## src/rtl/tap_pkg.sv

```systemverilog
// Shared definitions for the TAP scan controller: the 1149.1 state
// encodings, the instruction opcodes and the default IR width.
// Ports: none (package).
package tap_pkg;

  localparam int IR_SIZE = 3;
  localparam int STATE_W = 4;

  typedef enum logic [STATE_W-1:0] {
    EXIT2_DR  = 4'h0,
    EXIT1_DR  = 4'h1,
    SHIFT_DR  = 4'h2,
    PAUSE_DR  = 4'h3,
    SEL_IR    = 4'h4,
    UPDATE_DR = 4'h5,
    CAP_DR    = 4'h6,
    SEL_DR    = 4'h7,
    EXIT2_IR  = 4'h8,
    EXIT1_IR  = 4'h9,
    SHIFT_IR  = 4'hA,
    PAUSE_IR  = 4'hB,
    RTI       = 4'hC,
    UPDATE_IR = 4'hD,
    CAP_IR    = 4'hE,
    TLR       = 4'hF
  } tap_state_e;

  localparam logic [IR_SIZE-1:0] EXTEST         = 3'b000;
  localparam logic [IR_SIZE-1:0] INTEST         = 3'b001;
  localparam logic [IR_SIZE-1:0] SAMPLE_PRELOAD = 3'b010;
  localparam logic [IR_SIZE-1:0] BYPASS         = 3'b111;

endpackage

```

## src/rtl/tap_scan_controller_if.sv

```systemverilog
// Pin-level bundle between the chip JTAG pins / BSR instance and the TAP
// controller.
// slave  (controller side): in  TMS, TDI, bsr_scan_out
//                           out TDO, TDO_enable, shiftDR, clockDR,
//                               updateDR, mode, tap_state
// master (pins/BSR side):   the mirror image.
interface tap_scan_controller_if;
  import tap_pkg::*;

  logic               TMS;
  logic               TDI;
  logic               bsr_scan_out;
  logic               TDO;
  logic               TDO_enable;
  logic               shiftDR;
  logic               clockDR;
  logic               updateDR;
  logic               mode;
  logic [STATE_W-1:0] tap_state;

  modport slave (
    input  TMS, TDI, bsr_scan_out,
    output TDO, TDO_enable, shiftDR, clockDR, updateDR, mode, tap_state
  );

  modport master (
    output TMS, TDI, bsr_scan_out,
    input  TDO, TDO_enable, shiftDR, clockDR, updateDR, mode, tap_state
  );

endinterface

```

## src/rtl/tap_instruction_register.sv

```systemverilog
// Instruction register: rising-edge shift stage, falling-edge latch and
// opcode decode.
// Ports: TCK, reset (async, active-high), state (current TAP state),
//        TDI (serial in), ir_lsb (serial out toward TDO),
//        mode (BSR drives from update stage), select_bsr (BSR vs bypass).
module tap_instruction_register
  import tap_pkg::*;
#(
  parameter int                 IR_size    = IR_SIZE,
  parameter logic [IR_size-1:0] IR_capture = IR_size'(1)
) (
  input  logic       TCK,
  input  logic       reset,
  input  tap_state_e state,
  input  logic       TDI,
  output logic       ir_lsb,
  output logic       mode,
  output logic       select_bsr
);

  localparam logic [IR_size-1:0] OP_EXTEST = IR_size'(EXTEST);
  localparam logic [IR_size-1:0] OP_INTEST = IR_size'(INTEST);
  localparam logic [IR_size-1:0] OP_SAMPLE = IR_size'(SAMPLE_PRELOAD);
  // Sign-extend so a wider IR still parks on all ones.
  localparam logic [IR_size-1:0] OP_BYPASS = IR_size'(signed'(BYPASS));

  logic [IR_size-1:0] ir_shift;
  logic [IR_size-1:0] ir_latch;

  always_ff @(posedge TCK or posedge reset) begin
    if (reset) begin
      ir_shift <= '0;
    end else if (state == CAP_IR) begin
      ir_shift <= IR_capture;
    end else if (state == SHIFT_IR) begin
      ir_shift <= {TDI, ir_shift[IR_size-1:1]};
    end
  end

  // Latch on the falling edge so the new instruction is applied mid-state,
  // away from the edge that moves the FSM.
  always_ff @(negedge TCK or posedge reset) begin
    if (reset) begin
      ir_latch <= OP_BYPASS;
    end else if (state == TLR) begin
      ir_latch <= OP_BYPASS;
    end else if (state == UPDATE_IR) begin
      ir_latch <= ir_shift;
    end
  end

  assign ir_lsb     = ir_shift[0];
  assign mode       = (ir_latch == OP_EXTEST) || (ir_latch == OP_INTEST);
  assign select_bsr = mode || (ir_latch == OP_SAMPLE);

endmodule

```

## src/rtl/tap_scan_controller.sv

```systemverilog
// TAP controller for the 8-bit boundary-scan chain: 16-state TAP FSM,
// BSR strobes, instruction register, bypass bit and TDO mux.
// Ports: TCK (test clock), reset (async, active-high),
//        jtag (slave modport: TMS/TDI/bsr_scan_out in; TDO, TDO_enable,
//        shiftDR, clockDR, updateDR, mode, tap_state out).
module tap_scan_controller
  import tap_pkg::*;
#(
  parameter int                 IR_size    = IR_SIZE,
  parameter logic [IR_size-1:0] IR_capture = IR_size'(1)
) (
  input  logic                  TCK,
  input  logic                  reset,
  tap_scan_controller_if.slave  jtag
);

  tap_state_e state;
  logic       bypass_bit;
  logic       dr_clk_en;
  logic       shift_dr_q;
  logic       update_dr_q;
  logic       tdo_q;
  logic       tdo_en_q;
  logic       ir_lsb;
  logic       ir_mode;
  logic       select_bsr;

  tap_instruction_register #(
    .IR_size    (IR_size),
    .IR_capture (IR_capture)
  ) u_ir (
    .TCK        (TCK),
    .reset      (reset),
    .state      (state),
    .TDI        (jtag.TDI),
    .ir_lsb     (ir_lsb),
    .mode       (ir_mode),
    .select_bsr (select_bsr)
  );

  always_ff @(posedge TCK or posedge reset) begin
    if (reset) begin
      state <= TLR;
    end else begin
      unique case (state)
        TLR:       state <= jtag.TMS ? TLR       : RTI;
        RTI:       state <= jtag.TMS ? SEL_DR    : RTI;
        SEL_DR:    state <= jtag.TMS ? SEL_IR    : CAP_DR;
        CAP_DR:    state <= jtag.TMS ? EXIT1_DR  : SHIFT_DR;
        SHIFT_DR:  state <= jtag.TMS ? EXIT1_DR  : SHIFT_DR;
        EXIT1_DR:  state <= jtag.TMS ? UPDATE_DR : PAUSE_DR;
        PAUSE_DR:  state <= jtag.TMS ? EXIT2_DR  : PAUSE_DR;
        EXIT2_DR:  state <= jtag.TMS ? UPDATE_DR : SHIFT_DR;
        UPDATE_DR: state <= jtag.TMS ? SEL_DR    : RTI;
        SEL_IR:    state <= jtag.TMS ? TLR       : CAP_IR;
        CAP_IR:    state <= jtag.TMS ? EXIT1_IR  : SHIFT_IR;
        SHIFT_IR:  state <= jtag.TMS ? EXIT1_IR  : SHIFT_IR;
        EXIT1_IR:  state <= jtag.TMS ? UPDATE_IR : PAUSE_IR;
        PAUSE_IR:  state <= jtag.TMS ? EXIT2_IR  : PAUSE_IR;
        EXIT2_IR:  state <= jtag.TMS ? UPDATE_IR : SHIFT_IR;
        UPDATE_IR: state <= jtag.TMS ? SEL_DR    : RTI;
        default:   state <= TLR;
      endcase
    end
  end

  always_ff @(posedge TCK or posedge reset) begin
    if (reset) begin
      bypass_bit <= 1'b0;
    end else if (state == CAP_DR) begin
      bypass_bit <= 1'b0;
    end else if (state == SHIFT_DR) begin
      bypass_bit <= jtag.TDI;
    end
  end

  // Falling-edge strobes: each settles half a period before the rising
  // edge that acts on it. dr_clk_en only changes while TCK is low, so the
  // gated clockDR below cannot glitch.
  always_ff @(negedge TCK or posedge reset) begin
    if (reset) begin
      shift_dr_q  <= 1'b0;
      update_dr_q <= 1'b0;
      dr_clk_en   <= 1'b0;
      tdo_q       <= 1'b0;
      tdo_en_q    <= 1'b0;
    end else begin
      shift_dr_q  <= (state == SHIFT_DR);
      update_dr_q <= (state == UPDATE_DR);
      dr_clk_en   <= (state == CAP_DR) || (state == SHIFT_DR);
      if (state == SHIFT_IR) begin
        tdo_q    <= ir_lsb;
        tdo_en_q <= 1'b1;
      end else if (state == SHIFT_DR) begin
        tdo_q    <= select_bsr ? jtag.bsr_scan_out : bypass_bit;
        tdo_en_q <= 1'b1;
      end else begin
        tdo_q    <= 1'b0;
        tdo_en_q <= 1'b0;
      end
    end
  end

  assign jtag.clockDR    = TCK & dr_clk_en;
  assign jtag.shiftDR    = shift_dr_q;
  assign jtag.updateDR   = update_dr_q;
  assign jtag.TDO        = tdo_q;
  assign jtag.TDO_enable = tdo_en_q;
  assign jtag.mode       = ir_mode;
  assign jtag.tap_state  = state;

endmodule

```

## src/flat_wrapper.sv

```systemverilog
// flat-port wrapper written by rule: the top's interface ports become plain ports
module tap_scan_controller_flat import tap_pkg::*;
#(
  parameter int                 IR_size    = IR_SIZE,
  parameter logic [IR_size-1:0] IR_capture = IR_size'(1)
)
  (TCK, reset, jtag_TMS, jtag_TDI, jtag_bsr_scan_out, jtag_TDO, jtag_TDO_enable, jtag_shiftDR, jtag_clockDR, jtag_updateDR, jtag_mode, jtag_tap_state);
  tap_scan_controller_if jtag_i ();
  input  logic TCK;
  input  logic reset;
  input wire logic [$bits(jtag_i.TMS)-1:0] jtag_TMS;
  input wire logic [$bits(jtag_i.TDI)-1:0] jtag_TDI;
  input wire logic [$bits(jtag_i.bsr_scan_out)-1:0] jtag_bsr_scan_out;
  output wire logic [$bits(jtag_i.TDO)-1:0] jtag_TDO;
  output wire logic [$bits(jtag_i.TDO_enable)-1:0] jtag_TDO_enable;
  output wire logic [$bits(jtag_i.shiftDR)-1:0] jtag_shiftDR;
  output wire logic [$bits(jtag_i.clockDR)-1:0] jtag_clockDR;
  output wire logic [$bits(jtag_i.updateDR)-1:0] jtag_updateDR;
  output wire logic [$bits(jtag_i.mode)-1:0] jtag_mode;
  output wire logic [$bits(jtag_i.tap_state)-1:0] jtag_tap_state;
  assign jtag_i.TMS = jtag_TMS;
  assign jtag_i.TDI = jtag_TDI;
  assign jtag_i.bsr_scan_out = jtag_bsr_scan_out;
  assign jtag_TDO = jtag_i.TDO;
  assign jtag_TDO_enable = jtag_i.TDO_enable;
  assign jtag_shiftDR = jtag_i.shiftDR;
  assign jtag_clockDR = jtag_i.clockDR;
  assign jtag_updateDR = jtag_i.updateDR;
  assign jtag_mode = jtag_i.mode;
  assign jtag_tap_state = jtag_i.tap_state;
  tap_scan_controller #(.IR_size(IR_size), .IR_capture(IR_capture)) u_core (.TCK(TCK), .reset(reset), .jtag(jtag_i));
endmodule
```

## config.mk

```make
export PLATFORM = sky130hd
export DESIGN_NAME = tap_scan_controller_flat
export DESIGN_NICKNAME = d
export VERILOG_FILES = /design/src/rtl/tap_pkg.sv /design/src/rtl/tap_scan_controller_if.sv /design/src/rtl/tap_instruction_register.sv /design/src/rtl/tap_scan_controller.sv /design/src/flat_wrapper.sv
export SDC_FILE = /design/constraint.sdc
export NUM_CORES = 1
export LEC_CHECK = 0
export CELL_PAD_IN_SITES_DETAIL_PLACEMENT = 2
export CELL_PAD_IN_SITES_GLOBAL_PLACEMENT = 2
export CORE_AREA = 2 2 48 59
export DETAILED_ROUTE_END_ITERATION = 7
export DIE_AREA = 0 0 50 61
export PLACE_DENSITY = 0.74
export RECOVER_POWER = 25
export SYNTH_ARGS = -nofsm -noshare
export SYNTH_HDL_FRONTEND = slang
export SYNTH_HIERARCHICAL = 1
export SYNTH_SLANG_ARGS = --single-unit
```

## constraint.sdc

```tcl
create_clock -name TCK -period 1.78 [get_ports TCK]
set_input_delay 0.178 -clock TCK [delete_from_list [all_inputs] [get_ports TCK]]
set_output_delay 0.178 -clock TCK [all_outputs]
set_load 0.005 [all_outputs]
```

==> metrics.md <==
| Metric | Value |
|---|---|
| CP arrival | 2030 ps |
| Final HPWL DP | 1.470 mm |
| Number of cell rows | 20 |
| GRT overflow | 0 |
| Nets@finish | 117 |
| Die Height | 61 um |
| Largest net degree at the start of global routing | 10 |
| Worst skew pair latency | 460 ps |
| Vias in the first global route | 809 |
| Seq/Total Area, Yosys | 55.05% |
| Failing checks | setup timing |
| CP Launch Type | flop |
| Syn Nets | 74 |
| Post-synthesis cell type count | 29 |
| Nature of the critical path endpoint | output port |
| Final hold violation count | 0 |
| PnR worst setup slack | -430.1 ps |
| Top Ports | 15 |
| Pint | 0.001415 W |
| IO Port Bufs | 14 |
| Final Max Tran Viols | 0 |
| Top cell type's share of synthesized area | 24.75% |
| YS warnings | 6 |
| Post-route ant nets | 0 |
| Via count | 676 |
| Mapped Area | 743.2 um^2 |
| Clock slew at reported path FFs | 100 ps |
| Final Util | 48.59% |
| Power per cell area | 1857 mW/mm^2 |
| Horiz. Die Dim | 50 um |
| Sequential share of power | 31.1% |
| Initial antenna violation count | 0 |
| # hold bufs at CTS | 0 |
| DIE AREA | 0.003050 mm^2 |
| Post-route cell area | 0.001204 mm^2 |
| Layout cell share with drive strength beyond 1 | 49.55% |
| Setup total negative slack | -2260 ps |
| Starting Density | 30.00% |
| Synth area leaders | dfstp_2 (25%), dfrtn_1 (17%), dfrtp_1 (13%) |
| Clk network pwr share | 15.8% |
| Post-Synthesis Cells | 69 |
| First-pass GRT wire length | 3.967 mm |
| Core Region | 0.002477 mm^2 |
| DP Area | 0.001021 mm^2 |
| Least-Margin Pin Slew | 269.6 ps |
| Yosys top cell by area | dfstp_2 |
| Syn_area_per_cell | 10.77 um^2 |
| Placer congestion estimate | 0.7360 |
| VDD IR max | 0.0008058 V |
| Skew final | 71.48 ps |
| Via density | 4.694 |
| Crit Path Max Fanout | 2 |
| Leakage | 0.5786 nW |
| CTS tree | done |
| Area grow syn2layout | 61.95% |
| Detailed Route WL | 2.331 mm |
| Final Total Pwr | 0.002235 W |
| Gr usage total | 18.45% |
| Hold Crit Class | in -> async |
| Drt drc | 0 |
| Slew HR | 82.00% |
| WL per Instance | 16.19 um |
| Reported net switching power | 0.0008206 W |
| Count of final setup violators | 15 |
| Flops & latches, synth | 16 |
| Initial detailed-routing violation count | 3 |
| Total of max-cap violations | 0 |
| CP Class | reg -> out |
| Status | finished, violations left |
| Antenna Diode Count | 0 |
| Critical Path RT | 1600 ps |
| RSZ-0062 raised after global routing | true |
| DR pass1 iterations | 3 |
| Comb power frac | 53.1% |
| Switching part of the total power | 36.71% |
[sequential cells by signal (all words and copies together), names as in the netlist]
name,cells
u_core/jtag.tap_state,4
u_core/u_ir/ir_latch,3
u_core/u_ir/ir_shift,3
u_core/bypass_bit,1
u_core/dr_clk_en,1
u_core/jtag.TDO,1
u_core/jtag.TDO_enable,1
u_core/jtag.shiftDR,1
u_core/jtag.updateDR,1
[metrics by stage]
step | hold WS (ps) | setup slack [ps] | instances
final | 158.6 | -430.1 | 144
after global routing | 163.8 | -482.8 | 144
after CTS | 25.99 | -448.0 | 143
after detailed placement | 459.2 | -282.2 | 128
after global placement | 445.5 | -258.1 | 128
after floorplan | -33.22 | -248.8 | 69
[worst max-delay path, cell delays in order (launching register included)]
cell and delay [ps]:
dfstp_2 520, nor2_1 40, buf_2 120
[kinds of logic after synthesis]
kind of cell           Yosys count  share of synthesized area, %
AND/OR/NAND/NOR                 28                         21.55
flip-flops                      16                         55.05
AO/OA/AOI/OAI                   15                         12.12
buffers and inverters            6                         4.545
multiplexers                     4                         6.734
[layer usage]
metal	GRT usage (%)	part of all wire [%]
met4	12.30	1.5
met5	0	0
met3	3.448	1.5
met2	31.39	55
met1	21.33	42
[power groups by stage]
| stage | Sequential (W) | Combinational, W | Clock [W] |
|---|---|---|---|
| floorplan | 0.000713 | 0.000401 | 0.0000182 |
| global placement | 0.000687 | 0.000830 | 0.0000266 |
| detailed placement | 0.000700 | 0.000857 | 0.0000266 |
| CTS | 0.000687 | 0.00115 | 0.000359 |
| global route | 0.000719 | 0.00130 | 0.000390 |
| finish | 0.000696 | 0.00119 | 0.000353 |
[cell usage after synthesis, drive strengths merged]
master  instances
nor2            9
dfstp           7
nand2           6
dfrtn           5
a21oi           4
dfrtp           4
inv             4
o21ai           4
a31oi           3
and2            2
buf             2
mux2            2
mux2i           2
nor2b           2
a21boi          1
a22o            1
and2b           1
and3            1
and3b           1
nand2b          1
nand3           1
nand3b          1
nand4           1
nor3            1
nor4b           1
o211ai          1
o21a            1
[cell type report]
class	count	area (um^2)
timing repair buffer	34	304.0
inverter	3	11.26
fill	251	1274
clock inverter	3	11.26
clock buffer	8	57.56
tap	33	41.29
multi-input combinational	47	369.1
sequential	16	409.1
[placed cells by master (no fill, tap or decap), types with 2 or more instances in the layout]
| master | Yosys | final |
|---|---|---|
| o21ai_0 | 3 | 2 |
| buf_6 | 1 | 9 |
| dfrtp_1 | 4 | 4 |
| dfrtn_1 | 5 | 5 |
| nor2b_1 | 2 | 2 |
| clkbuf_4 | 0 | 7 |
| buf_4 | 1 | 10 |
| o21ai_1 | 1 | 2 |
| dlygate4sd2_1 | 0 | 3 |
| dfstp_2 | 7 | 7 |
| inv_1 | 4 | 6 |
| nand2_1 | 6 | 5 |
| a31oi_4 | 0 | 2 |
| nor2_1 | 9 | 7 |
| a21oi_1 | 4 | 2 |
| mux2_4 | 2 | 2 |
| clkdlybuf4s50_1 | 0 | 3 |
| buf_2 | 0 | 6 |
| mux2i_1 | 2 | 2 |
| a21oi_2 | 0 | 2 |
[path summary, 6_finish.rpt]
path,start,endpoint,slack (ps),depth (start not counted)
min in group TCK,jtag_TDI,u_core/bypass_bit,390,3
worst min register to register,u_core/bypass_bit,u_core/bypass_bit,530,2
worst max register to register,u_core/jtag.tap_state[0],u_core/jtag.TDO,-150,3
worst max-delay path,u_core/u_ir/ir_latch[2],jtag_mode,-430,2
max in group asynchronous,reset,u_core/u_ir/ir_latch[0],530,2
worst min-delay path,reset,u_core/u_ir/ir_shift[0],160,2
[repair_timing]
action,CTS,global route
hold endpoints to repair,0,0
setup endpoints to repair,19,16
gates cloned,0,0
pin swaps,5,1
resized for setup,44,5
buffers inserted,6,1
Note: power is estimated with default switching activity, not from simulation.
